**src/rtl/demux_rr_n.sv**
```systemverilog
// demux_rr_n: round-robin 1-to-LANES demux. Input words are staged per lane
// and presented together once a group fills, or early on flush with a lane mask.

// Per-lane slice. It holds the staged word and its mask bit, and drives the
// lane output register.
module demux_rr_lane #(
  parameter int WIDTH = 8
) (
  input  logic             clk,
  input  logic             reset,
  input  logic             hit,     // this lane is written on this edge
  input  logic             emit,    // group is emitted on this edge
  input  logic [WIDTH-1:0] din,
  output logic             mask_n,  // lane occupancy, including a write on this edge
  output logic [WIDTH-1:0] dout,
  output logic             vout
);
  logic [WIDTH-1:0] shadow;
  logic             mask;

  assign mask_n = mask | hit;

  // Stage the word, or release it on emission. A word written on the emitting
  // edge bypasses the shadow register.
  always_ff @(posedge clk or negedge reset) begin
    if (!reset) begin
      shadow <= '0;
      mask   <= 1'b0;
      dout   <= '0;
      vout   <= 1'b0;
    end else begin
      vout <= 1'b0;
      if (emit) begin
        mask <= 1'b0;
        vout <= mask_n;
        dout <= !mask_n ? '0 : (hit ? din : shadow);
      end else if (hit) begin
        shadow <= din;
        mask   <= 1'b1;
      end
    end
  end
endmodule

module demux_rr_n #(
  parameter int WIDTH = 8,
  parameter int LANES = 2
) (
  input  logic                            clk,
  input  logic                            reset,
  input  logic [WIDTH-1:0]                Entrada,
  input  logic                            validEntrada,
  input  logic                            flush,
  output logic [LANES*WIDTH-1:0]          Salida,
  output logic [LANES-1:0]                validsalida,
  output logic                            group_done,
  output logic [((LANES > 1) ? $clog2(LANES) : 1)-1:0] lane_idx
);
  localparam int PTR_W = (LANES > 1) ? $clog2(LANES) : 1;
  localparam logic [PTR_W-1:0] LAST = PTR_W'(LANES - 1);

  logic [PTR_W-1:0]             ptr;
  logic [LANES-1:0]             hit;
  logic [LANES-1:0]             mask_n;
  logic [LANES-1:0][WIDTH-1:0]  lane_data;
  logic                         emit;

  // A group goes out when the last lane fills, or on flush if anything is staged.
  assign emit     = (validEntrada && (ptr == LAST)) || (flush && (|mask_n));
  assign Salida   = lane_data;
  assign lane_idx = ptr;

  genvar i;
  generate
    for (i = 0; i < LANES; i++) begin : g_lane
      assign hit[i] = validEntrada && (ptr == PTR_W'(i));
      demux_rr_lane #(.WIDTH(WIDTH)) u_lane (
        .clk    (clk),
        .reset  (reset),
        .hit    (hit[i]),
        .emit   (emit),
        .din    (Entrada),
        .mask_n (mask_n[i]),
        .dout   (lane_data[i]),
        .vout   (validsalida[i])
      );
    end
  endgenerate

  // Write pointer and group pulse. Every emission rewinds the pointer to lane 0.
  always_ff @(posedge clk or negedge reset) begin
    if (!reset) begin
      ptr        <= '0;
      group_done <= 1'b0;
    end else begin
      group_done <= emit;
      if (emit)              ptr <= '0;
      else if (validEntrada) ptr <= ptr + PTR_W'(1);
    end
  end
endmodule

```
**config.mk**
```make
export PLATFORM = sky130hd
export DESIGN_NAME = demux_rr_n
export DESIGN_NICKNAME = d
export VERILOG_FILES = /design/src/rtl/demux_rr_n.sv
export SDC_FILE = /design/constraint.sdc
export NUM_CORES = 1
export LEC_CHECK = 0
export BUFFER_PORTS_ARGS = -buffer_cell sky130_fd_sc_hd__buf_4
export CAP_MARGIN = 30
export CORE_MARGIN = 5
export CORE_UTILIZATION = 45
export CTS_CLUSTER_DIAMETER = 40
export CTS_CLUSTER_SIZE = 28
export DETAILED_ROUTE_END_ITERATION = 10
export PLACE_DENSITY_LB_ADDON = 0.08
export SKIP_CTS_REPAIR_TIMING = 1
export SLEW_MARGIN = 20
export SYNTH_ARGS = -nofsm -noshare
export SYNTH_HDL_FRONTEND = slang
export SYNTH_SLANG_ARGS = --single-unit
```
**constraint.sdc**
```tcl
create_clock -name clk -period 2.1 [get_ports clk]
set_clock_uncertainty 0.2 [all_clocks]
set_input_delay 0.105 -clock clk [delete_from_list [all_inputs] [get_ports clk]]
set_output_delay 0.105 -clock clk [all_outputs]
set_load 0.02 [all_outputs]
```
After elaboration in Yosys (flattened, before gate mapping)
Index checks and enable logic that the tools add are counted.
{ "totals": {"regBits": 38, "romBits": 0, "ramBits": 0, "word_cells": 34, "mem_count": 0, "output_inout_bits": 20, "inputBits": 12, "latch_bits": 0} }
{ "op_classes": {"shift": 0, "muxes": 12, "bitwise_logic": 3, "div_mod_pow": 0, "n_mul": 0, "reduce_logical": 8, "n_lt_le_gt_ge": 0, "add_sub_neg": 1, "n_eq_ne": 0} }
{ "op_table": {"columns": ["operator", "n"], "rows": [
  ["2-to-1 mux 8 bit", 4],
  ["2-to-1 mux 1 bit", 8],
  ["nonzero test 2 bit", 3],
  ["logical AND 1 bit", 3],
  ["bitwise OR 1 bit", 2],
  ["OR reduction 2 bit", 1],
  ["adder 1 bit, second input constant", 1],
  ["logical OR 1 bit", 1],
  ["NOT 1 bit", 1]
]} }

Longest topological paths before layout
{ "logic_depth": {"depth_word": 7, "depth_mapped": 5} }

Cells and area by module
A second synthesis with hierarchy kept.
{ "unflattened": {"cells_unflattened": 142, "area_unflattened_um2": 1694.1} }
{ "by_module_without_submodules": {"columns": ["module", "area_each_um2", "seq_area_each_um2", "cells_each", "n_inst"], "rows": [
  ["demux_rr_lane", 802.0, 450.4, 67, 2],
  ["demux_rr_n", 90.1, 50.0, 8, 1]
]} }

Worst setup path after synthesis
Ideal clock, no wire load.
{ "synth_path": {"kind": "flip-flop to flip-flop", "from": "register ptr, in the netlist lane_idx", "to": "register g_lane[0].u_lane.shadow[0]", "slack_ps": 408, "t_arrival_ps": 1368, "setup_time_ps": 125, "path_stages_with_launch": 5, "path_cell_list": "dfrtp_1 > buf_2 > nand2b_4 > nor2_2 > mux2_2"} }
{ "synth_between": {"elab_chain_len": 6, "word_cells_on_any_way": 9, "classes_between": "mux: 1; bitwise: 3; reduce/logical: 5"} }
{ "synth_lines": {"columns": ["element", "line_no", "text"], "rows": [
  ["start: declaration", "62", "logic [PTR_W-1:0] ptr;"],
  ["start signal: assignment", "98", "else if (validEntrada) ptr <= ptr + PTR_W'(1);"],
  ["NOT 1 bit", "76", "assign hit[i] = validEntrada && (ptr == PTR_W'(i));"],
  ["logical AND 1 bit", "76", null],
  ["bitwise OR 1 bit", "21", "assign mask_n = mask | hit;"],
  ["OR reduction 2 bit", "69", "assign emit = (validEntrada && (ptr == LAST)) || (flush && (|mask_n));"],
  ["logical AND 1 bit", "69", null],
  ["logical OR 1 bit", "69", null],
  ["end signal: assignment", "38", "shadow <= din;"],
  ["end: declaration", "18", "logic [WIDTH-1:0] shadow;"]
]} }
Parallel ways exist; a longest one is shown, timed or not.
A chain may end at the register's enable or synchronous reset.

Worst setup path in the final report
{ "layout_path": {"from": "register ptr, in the netlist lane_idx", "to": "register g_lane[0].u_lane.shadow[5]"} }
Same word-level chain as after synthesis.

==> metrics.yaml <==
detailed_routing:
  drc: 0
  firstDrtPassIters: 4
  ant_nets: 0
  wl_um: 3270
  drt_iter0_drc: 52
  vias: 1057
  wl_per_cell_um: 15.9
  via_per_inst: 5.13
floorplanning:
  ioPinCount: 32
  die_w_um: 70.1
  core-area_um2: 3420
  dieHeight_um: 70.1
  die_area_um2: 4910
  start_util_pct: 47.6
  rows: 21
global_routing:
  grt_pass1_wl_um: 5390
  grt_use_total_pct: 13.9
  antenna_found_initial: 0
  gr-total-overflow: 0
  grt_max_degree: 39
  grt_pass1_vias: 1061
clocking:
  cts_buffers: 5
  clockRootBuffer: "clkbuf_4"
  cts_tree: "done"
  clock_latency_ns: 0.34
  htreeDepth: 2
  cts_num_sinks: 38
  clk_pin_slew_ns: 0.11
  clockBufferDepth: 2
timing:
  tightest_slew_ns: 0.561
  holdWs_ns: 0.0479
  setup_tns_ns: 0
  relSlewSlack_pct: 62.5
  setup_slack_ns: 0.375
  post-route-period-util_pct: 82.2
  hold_violations: 0
  rsz0062_at_grt: "no"
  setup_viol: 0
  slew_viol_final: 0
  fin_crit_ns: 1.73
  max_freq_mhz: 580
critical_path:
  critPathArrivalTime_ns: 1.76
  reg2reg_to: "g_lane[0].u_lane.shadow[5]$_DFFE_PN0N_"
  path_buf_inv: 0
  critPathLaunch: "lane_idx$_DFFE_PN0P_"
  r2r_start: "lane_idx$_DFFE_PN0P_"
  crit_family: "simple AND/OR/NAND/NOR gates"
  reg2regPathDepth: 3
  reg2reg_setup_slack_ns: 0.37
  critPathKind: "register to register"
  cp.required_ns: 2.14
  slowest_stage: "dfrtp_1"
  crit_path_max_incr_delay_ns: 0.49
  worstPathMaxFanout: 9
  end_kind: "register"
  startpoint_type: "register"
  worstPathCellList: "nand2b_4 > nor2_2 > mux2_2"
logic_synthesis:
  syn_area_um2: 1630
  yosysTopAreaCellShare_pct: 58.5
  yosysTopAreaCell: "dfrtp_1"
  yosysSeqAreaShare_pct: 58.5
  ys_seq_elements: 38
  syn_nets: 137
  ys_warn_count: 0
  netlist_instances: 125
  yosysUniqueCellTypes: 27
  synth_area_per_cell_um2: 13.0
  synth_area_leaders: "dfrtp_1, mux2_2, mux2i_1, o2bb2ai_1, a221o_1"
placement:
  placed_cell_area_um2: 1830
  place.gp.congestion: 0.711
  dp_hpwl_um: 2140
  pre_cts_ws_ns: 0.373
  port-buffer-count: 31
final_layout:
  seq_area_um2: 951
  final_area_um2: 2010
  drive_gt1_share_pct: 33.1
  multi_input_area_um2: 574
  nNetsFinal: 171
  antenna_cells: 0
  syn_to_final_growth_pct: 23.9
  nFillCells: 279
status:
  outcome: "finished clean"
min_path:
  hp-class: "primary input to async pin"
run:
  max_cap_violations: 0
power:
  peakVddDrop_uv: 468
  leakage_nw: 1.00
  power_density_nw_per_um2: 825
routing by layer:
layer / routed length [um] / track usage (%) / part of all wire, % / up-vias
li1: - / - / - / 514
met2: 1430 / 19.3 / 44 / 26
met1: 1630 / 19.6 / 50 / 511
met3: 166 / 5.74 / 5.1 / 6
met5: 0 / 0 / 0 / -
met4: 42 / 4.47 / 1.3 / 0
cells in the final DEF, fill, tap and decap left out:
cell           count
o2bb2ai_1          8
mux2i_1            8
a211o_1            3
nor2_2             1
clkinv_2           1
buf_4             32
and3_1             3
o21a_1             1
nand2b_4           1
a21o_2             1
nand2_1            6
mux2_2             8
a22oi_2            1
a21oi_1            4
clkbuf_4           5
inv_1              2
and2_0             1
nor3b_1            5
o31ai_4            1
dlygate4sd3_1     12
nor2b_1            2
dfrtp_1           38
o21ai_0            1
nand2b_1           2
and3b_1            1
a22o_1             5
clkbuf_8           1
a221o_1            5
clkinvlp_4         1
stage by stage:
stage	cells	power, mW	utilization [%]
6_report	206	1.66	59.0
5_1_grt	206	1.76	59.0
4_1_cts	194	1.67	55.5
3_5_place_dp	186	1.26	53.6
3_3_place_gp	186	1.25	53.6
2_1_floorplan	125	1.12	-
layout make-up:
| class | instances | area share, % |
|---|---|---|
| clock inverters | 2 | 0.621 |
| flip-flops and latches | 38 | 47.2 |
| well taps | 46 | 2.86 |
| inverters | 2 | 0.373 |
| clock buffers | 6 | 2.55 |
| multi-input cells | 68 | 28.5 |
| repair buffers | 44 | 17.9 |
kinds of logic after synthesis:
kind of cell	share of synthesized area [%]
flops	58.5
buf+inv	6.16
compound gates	16.3
mux	10.5
simple gates	8.55
registers in the layout, summed over array words and instances, names as in the netlist:
register / count
group_done: 1
lane_idx: 1
g_lane.u_lane.shadow: 16
g_lane.u_lane.mask: 2
g_lane.u_lane.dout: 16
g_lane.u_lane.vout: 2
cells in the mapped netlist:
cell       instances
nand2b_1           2
and2_0             1
buf_6              2
nand2_1            6
o2bb2ai_1          8
and3b_1            1
a22oi_2            1
nor2b_1            2
a211o_1            3
nand2b_4           1
o21a_1             1
buf_2              2
buf_4              3
nor2_2             1
a21o_2             1
o31ai_4            1
a22o_1             5
clkbuf_1          10
mux2i_1            8
and3_1             3
nor3b_1            5
a21oi_1            4
dfrtp_1           38
o21ai_0            1
a221o_1            5
mux2_2             8
inv_1              2
power by group:
part / internal [mW] / total [mW] / switching [mW]
Combinational: 0.193 / 0.378 / 0.184
Clock: 0.161 / 0.400 / 0.240
Sequential: 0.821 / 0.885 / 0.0633
how the worst max path moves through the flow:
stage | to | cells after the start
5_1_grt | g_lane[0].u_lane.shadow[4]$_DFFE_PN0N_ | 3
4_1_cts | g_lane[0].u_lane.shadow[6]$_DFFE_PN0N_ | 3
6_report | g_lane[0].u_lane.shadow[5]$_DFFE_PN0N_ | 3
3_5_place_dp | g_lane[0].u_lane.shadow[6]$_DFFE_PN0N_ | 3
2_1_floorplan | g_lane[0].u_lane.shadow[0]$_DFFE_PN0N_ | 4
3_3_place_gp | g_lane[0].u_lane.shadow[7]$_DFFE_PN0N_ | 3
(Power assumes the default switching activity.)
